`src/rtl/gcd_pkg.sv`:
```
// Shared state encoding, algorithm selectors and sizing helper for the GCD engine.
package gcd_pkg;

  typedef logic [1:0] state_t;

  localparam state_t ST_IDLE   = 2'd0;
  localparam state_t ST_CALC   = 2'd1;
  localparam state_t ST_FINISH = 2'd2;

  localparam int ALGO_EUCLID = 0;
  localparam int ALGO_STEIN  = 1;

  // Width of the shared power-of-two exponent k used by the binary algorithm.
  function automatic int k_width(input int width);
    return $clog2(width) + 1;
  endfunction

endpackage

```
`src/rtl/gcd_step.sv`:
```
// Combinational single-iteration unit: termination detect, scaled result and next operand values.
module gcd_step
  import gcd_pkg::*;
#(
  parameter int WIDTH = 16,
  parameter int ALGO  = ALGO_EUCLID,
  parameter int KW    = k_width(WIDTH)
) (
  input  logic [WIDTH-1:0] a_cur,
  input  logic [WIDTH-1:0] b_cur,
  input  logic [KW-1:0]    k_cur,
  output logic [WIDTH-1:0] a_nxt,
  output logic [WIDTH-1:0] b_nxt,
  output logic [KW-1:0]    k_nxt,
  output logic             term,
  output logic             zero_both,
  output logic [WIDTH-1:0] result
);

  logic             a_zero;
  logic             b_zero;
  logic             a_gt_b;
  logic [WIDTH-1:0] diff_ab;
  logic [WIDTH-1:0] diff_ba;
  logic [WIDTH-1:0] base;

  assign a_zero  = (a_cur == '0);
  assign b_zero  = (b_cur == '0);
  assign a_gt_b  = (a_cur > b_cur);
  // Each difference is only consumed when its minuend is the larger operand.
  assign diff_ab = a_cur - b_cur;
  assign diff_ba = b_cur - a_cur;

  always_comb begin
    zero_both = a_zero && b_zero;
    term      = a_zero || b_zero || (a_cur == b_cur);
    base      = a_zero ? b_cur : a_cur;
    a_nxt     = a_cur;
    b_nxt     = b_cur;
    k_nxt     = k_cur;
    result    = base;
    if (ALGO == ALGO_STEIN) begin
      // Shared factors of two removed earlier are restored on the way out.
      result = base << k_cur;
      if (!term) begin
        case ({a_cur[0], b_cur[0]})
          2'b00: begin
            a_nxt = a_cur >> 1;
            b_nxt = b_cur >> 1;
            k_nxt = k_cur + 1'b1;
          end
          2'b01:   a_nxt = a_cur >> 1;
          2'b10:   b_nxt = b_cur >> 1;
          default: begin
            if (a_gt_b) a_nxt = diff_ab >> 1;
            else        b_nxt = diff_ba >> 1;
          end
        endcase
      end
    end else begin
      if (!term) begin
        if (a_gt_b) a_nxt = diff_ab;
        else        b_nxt = diff_ba;
      end
    end
  end

endmodule

```
`src/rtl/gcd_engine.sv`:
```
// Iterative GCD engine: start/done handshake, busy flag, zero-operand flag and iteration counter.
module gcd_engine
  import gcd_pkg::*;
#(
  parameter int WIDTH = 16,
  parameter int ALGO  = ALGO_EUCLID,
  parameter int CNT_W = 16
) (
  input  logic             clk,
  input  logic             rst,
  input  logic             start,
  input  logic [WIDTH-1:0] a,
  input  logic [WIDTH-1:0] b,
  output logic             busy,
  output logic             done,
  output logic [WIDTH-1:0] gcd,
  output logic             zero_err,
  output logic [CNT_W-1:0] iters
);

  localparam int KW = k_width(WIDTH);

  state_t           state;
  logic [WIDTH-1:0] op_a;
  logic [WIDTH-1:0] op_b;
  logic [KW-1:0]    shift_k;
  logic [WIDTH-1:0] a_nxt;
  logic [WIDTH-1:0] b_nxt;
  logic [KW-1:0]    k_nxt;
  logic             term;
  logic             zero_both;
  logic [WIDTH-1:0] result;
  logic [CNT_W-1:0] cnt;
  logic [CNT_W-1:0] cnt_inc;

  function automatic logic [CNT_W-1:0] sat_inc(input logic [CNT_W-1:0] v);
    return (v == '1) ? v : v + 1'b1;
  endfunction

  assign cnt_inc = sat_inc(cnt);

  gcd_step #(
    .WIDTH (WIDTH),
    .ALGO  (ALGO),
    .KW    (KW)
  ) u_step (
    .a_cur     (op_a),
    .b_cur     (op_b),
    .k_cur     (shift_k),
    .a_nxt     (a_nxt),
    .b_nxt     (b_nxt),
    .k_nxt     (k_nxt),
    .term      (term),
    .zero_both (zero_both),
    .result    (result)
  );

  // Published iters is loaded only at completion so it holds like gcd.
  always_ff @(posedge clk or posedge rst) begin
    if (rst) begin
      state    <= ST_IDLE;
      busy     <= 1'b0;
      done     <= 1'b0;
      gcd      <= '0;
      zero_err <= 1'b0;
      iters    <= '0;
      op_a     <= '0;
      op_b     <= '0;
      shift_k  <= '0;
      cnt      <= '0;
    end else begin
      done <= 1'b0;
      case (state)
        ST_IDLE: begin
          if (start) begin
            op_a    <= a;
            op_b    <= b;
            shift_k <= '0;
            cnt     <= '0;
            busy    <= 1'b1;
            state   <= ST_CALC;
          end
        end
        ST_CALC: begin
          cnt <= cnt_inc;
          if (term) begin
            gcd      <= result;
            zero_err <= zero_both;
            iters    <= cnt_inc;
            busy     <= 1'b0;
            done     <= 1'b1;
            state    <= ST_FINISH;
          end else begin
            op_a    <= a_nxt;
            op_b    <= b_nxt;
            shift_k <= k_nxt;
          end
        end
        ST_FINISH: state <= ST_IDLE;
        default:   state <= ST_IDLE;
      endcase
    end
  end

endmodule

```
`config.mk`:
```
export PLATFORM = sky130hd
export DESIGN_NAME = gcd_engine
export DESIGN_NICKNAME = d
export VERILOG_FILES = /design/src/rtl/gcd_pkg.sv /design/src/rtl/gcd_step.sv /design/src/rtl/gcd_engine.sv
export SDC_FILE = /design/constraint.sdc
export NUM_CORES = 1
export LEC_CHECK = 0
export ABC_AREA = 1
export BUFFER_PORTS_ARGS = -buffer_cell sky130_fd_sc_hd__buf_2
export CAP_MARGIN = 20
export CORE_UTILIZATION = 60
export CTS_CLUSTER_SIZE = 28
export DETAILED_ROUTE_END_ITERATION = 10
export PLACE_DENSITY = 0.91
export SLEW_MARGIN = 20
export SYNTH_ARGS = -nofsm -noshare
export SYNTH_HDL_FRONTEND = slang
export SYNTH_HIERARCHICAL = 1
export SYNTH_SLANG_ARGS = --single-unit
```
`constraint.sdc`:
```
create_clock -name clk -period 3.5 [get_ports clk]
set_input_delay 0.175 -clock clk [delete_from_list [all_inputs] [get_ports clk]]
set_output_delay 0.175 -clock clk [all_outputs]
set_load 0.01 [all_outputs]
```
# Word level (Yosys, flattened, before mapping)
# Cells that the tools add are included.
[op_classes]
add_sub_neg = 3
mul = 0
div = 0
n_lt_le_gt_ge = 1
eq_ne = 8
shifts = 0
mux = 20
n_bitwise = 0
reduce_logical = 13
[op_table]
columns = ["cell", "count"]
rows = [
  ["two-way mux 16 bit", 9],
  ["one-hot mux 16 bit (2 select lines)", 3],
  ["zero test 16 bit", 2],
  ["subtractor 16 bit", 2],
  ["adder 16 x 1 -> 16 bit, second input constant", 1],
  ["equality test 16 bit", 1],
  ["equality test 16 bit, second input constant", 1],
  ["greater-than comparator 16 bit", 1],
  ["inequality test 2 bit, second input constant", 4],
  ["AND reduction 4 bit", 2],
  ["AND reduction 2 bit", 3],
  ["two-way mux 1 bit", 4],
  ["two-way mux 2 bit", 2],
  ["one-hot mux 2 bit (2 select lines)", 1],
  ["AND reduction 3 bit", 1],
  ["equality test 2 x 1 -> 1 bit, second input constant", 1],
  ["zero test 2 bit", 1],
  ["logical OR 1 bit", 2],
  ["inequality test 2 x 1 -> 1 bit, second input constant", 1],
  ["one-hot mux 1 bit (2 select lines)", 1],
  ["nonzero test 2 bit", 1],
  ["logical AND 1 bit", 1],
]
[totals]
register_bits = 85
latchBits = 0
ram_bits = 0
rom_bits = 0
inputBits = 35
output_inout_bits = 35
memories = 0

# Logic depth before layout (Yosys ltp)
[logic_depth]
depth_word = 5
ltp_mapped = 17
depth_no_buf = 15

# By module
# The synthesis kept the hierarchy.
[by_module_without_submodules]
columns = ["mod", "instances", "cells_per_inst", "area_each_um2"]
rows = [
  ["gcd_engine", 1, 515, 4129.0],
  ["gcd_step", 1, 523, 2745.1],
]

# Worst setup path before layout
# No wires, ideal clock.
[synth_path]
path_kind = "register to register"
from = "register op_a[0]"
to = "register op_a[1]"
setup_time_ns = 0.082
t_arrival_ns = 2.213
required_time_ns = 3.418
path_slack_ns = 1.205
path_stages_with_launch = 16
period_less_slack_ns = 2.295
path_cell_list = "dfrtp_1 > inv_1 > ha_1 > fa_1 > inv_1 > nand3_1 > nand2_2 > nand2_1 > nand2_2 > nand2_2 > nand2_4 > nand2_8 > buf_12 > o21ai_2 > nand2_1 > a31oi_1"
[synth_via]
elab_cells_between_ends = 12
[synth_rtl]
columns = ["element", "line_no", "text"]
rows = [
  ["from (decl)", "gcd_engine.sv:24", "logic [WIDTH-1:0] op_a;"],
  ["from (signal assigned)", "gcd_engine.sv:94", "op_a <= a_nxt;"],
  ["subtractor 16 bit", "gcd_step.sv:31", "assign diff_ab = a_cur - b_cur;"],
  ["two-way mux 16 bit", "gcd_step.sv:62", "if (a_gt_b) a_nxt = diff_ab;"],
  ["named net a_nxt[1]", "gcd_engine.sv:27", "logic [WIDTH-1:0] a_nxt;"],
  ["two-way mux 16 bit", "gcd_engine.sv:86", "if (term) begin"],
  ["one-hot mux 16 bit (2 select lines)", "gcd_engine.sv:73", "case (state)"],
]
# The timed path passes the listed nets, and every way through them passes these cells. The select of a mux whose other input is x is not followed.
# A chain may end at the register's enable or synchronous reset.

# Worst setup path in the final report
[layout_path]
from = "register op_a[14]"
to = "register op_b[9]"
[layout_via]
elab_chain_len = 5
elab_cells_between_ends = 8
[layout_lines]
columns = ["element", "line_no", "text"]
rows = [
  ["branches (longest 4 deep; another with greater-than comparator 16 bit)", "n/a", ""],
  ["AND reduction 4 bit (no line) *", "n/a", ""],
  ["to (signal assigned)", "gcd_engine.sv:95", "op_b <= b_nxt;"],
  ["to (decl)", "gcd_engine.sv:25", "logic [WIDTH-1:0] op_b;"],
]
# Mark *: on every way between the ends.

==> impl_metrics.json <==
{
  "run_status": "finished, violations left",
  "violated_checks": "design-rule violations",
  "worst_pin_slew_ns": 0.743,
  "grt_max_degree": 64,
  "clock_input_transition_at_the_sequential_cells_of_the_worst_setup_and_hold_paths_ns": 0.10,
  "endpoint_kind": "register",
  "crit_path_start_kind": "register",
  "maxCapViolations": 0,
  "tritoncts.num_buffers": 9,
  "worst_ep_required_time_ns": 3.80,
  "ff_latch_area_sq_um": 2130,
  "path_class": "register to register",
  "core_area_sq_um": 10800,
  "drt_drc_violations_left": 2,
  "finish.net_count": 1135,
  "die_x_extent_um": 107,
  "track_usage_pct": 32.8,
  "gp_congestion": 0.967,
  "route.detailed.wl_per_inst_um": 14.3,
  "finalClockSkew_ns": 0.0120,
  "clkSinkCount": 85,
  "mappedNetlistArea_sq_um": 6640,
  "critical_path.max_fanout": 26,
  "maximum_buffer_depth_of_the_clock_tree": 2,
  "tritoncts": "built",
  "detailroute.via_count": 6573,
  "grt_antenna_before_repair": 0,
  "clk_latency_ns": 0.39,
  "fillers": 939,
  "drt_pre_antenna_iters": 9,
  "finalSetupViolCount": 0,
  "number_of_hold_slack_violations_in_the_final_timing_report": 0,
  "syn-instance-count": 1013,
  "fin_crit_sh_pct": 74.8,
  "io_buffer_count": 69,
  "n_antenna_cell": 0,
  "report.final.slew_viol_count": 0,
  "relSlewSlack_pct": 50.5,
  "worstPathArrival_ns": 2.92,
  "setup_repair_after_global_routing_missed_its_margin": "false",
  "route.antenna.remaining_nets": 0,
  "syn_to_final_growth_pct": 8.66,
  "die_area_sq_um": 11500,
  "syn_avg_cell_area_sq_um": 6.56,
  "grt-ovfl-total": 0,
  "drt-initial-drc-count": 619,
  "die_h_um": 107,
  "grt_pass1_vias": 6169,
  "synth.net_count": 1082,
  "synth.yosys.warnings": 6,
  "clock-root-buffer": "clkbuf_8",
  "dpl.hpwl_um": 13100,
  "min_period_ns": 2.62,
  "layout_commonest_cell": "nand2_1",
  "worstHoldPathType": "input port to register",
  "clock_tree.htree_level_count": 3,
  "most-common-layout-cells": "nand2_1, inv_1, dfrtp_1, nor2_1, buf_2",
  "aggregate_negative_setup_slack_ns": 0,
  "effective_utilization_at_floorplan_pct": 61.5,
  "grt_pass1_wl_um": 29100,
  "core.rowCount": 38,
  "top_level_ports": 70,
  "drive_above_1_share_pct": 14.2,
  "multiInputGateArea_sq_um": 3800,
  "fmax_ghz": 0.382,
  "wl_um": 17300,
  "drt-vias-per-instance": 5.43
}
[metrics by stage]
stage	cell area [sq um]	util, %	hold slack, ns	cells	setup slack, ns
2_1_floorplan	6640	-	0.327	1013	1.13
3_3_place_gp	7030	65.1	0.437	1194	0.976
3_5_place_dp	7030	65.1	0.444	1194	0.938
4_1_cts	7210	66.8	0.0270	1210	0.908
5_1_grt	7220	66.9	0.0420	1211	0.614
6_report	7220	66.9	0.0365	1211	0.883
[critical path, cell delays in order, from the launching register on]
cell and delay [ns]:
dfrtp_1 0.48, inv_1 0.09, ha_1 0.40, nand2_1 0.16, inv_1 0.05, nand2_1 0.06
nand2_1 0.09, a21oi_4 0.17, nand2_4 0.14, nor2_8 0.38, nand3_1 0.17, nand2_1 0.09
nand2_1 0.05, a31oi_1 0.19
[path summary, 6_finish.rpt]
| path | cells past startpoint | slack [ns] | endpoint | start |
|---|---|---|---|---|
| hold reg to reg | 2 | 0.47 | gcd[0] | gcd[0] |
| hold / removal | 3 | 0.04 | op_a[10] | a[10] |
| min in group asynchronous | 3 | 0.49 | iters[14] | rst |
| setup reg to reg | 13 | 0.88 | op_b[9] | op_a[14] |
| setup / recovery | 13 | 0.88 | op_b[9] | op_a[14] |
| max in group asynchronous | 4 | 2.20 | gcd[5] | rst |
[what timing repair did]
| item | in CTS | in global routing |
|---|---|---|
| gates resized for setup | 0 | 0 |
| buffers inserted | 0 | 0 |
| hold endpoints to repair | 0 | 37 |
| hold buffers | 0 | 1 |
[sequential cells by signal, indices dropped and copies added, names as in the netlist]
name and count:
done 1, op_a 16, state 2, op_b 16, busy 1, zero_err 1, iters 16, gcd 16
cnt 16
[routing by layer]
| layer | track usage, % | vias up | part of all wire (%) | routed length [um] |
|---|---|---|---|---|
| li1 | - | 3238 | - | - |
| met1 | 42.2 | 3025 | 43 | 7420 |
| met2 | 52.6 | 262 | 46 | 8010 |
| met3 | 5.71 | 48 | 6.7 | 1160 |
| met4 | 17.1 | 0 | 4.1 | 711 |
| met5 | 0 | - | 0 | 0 |
[final cells by class]
class	instances	share of cell area, %
clock buffer	9	1.72
timing repair buffer	78	5.93
tap	140	2.43
sequential	85	29.5
clock inverter	7	0.763
multi-input combinational	761	52.7
inverter	131	6.99
Power is left out: the tool's default activity adds up to more than one toggle a clock period on the data nets, which glitch-free logic cannot reach.
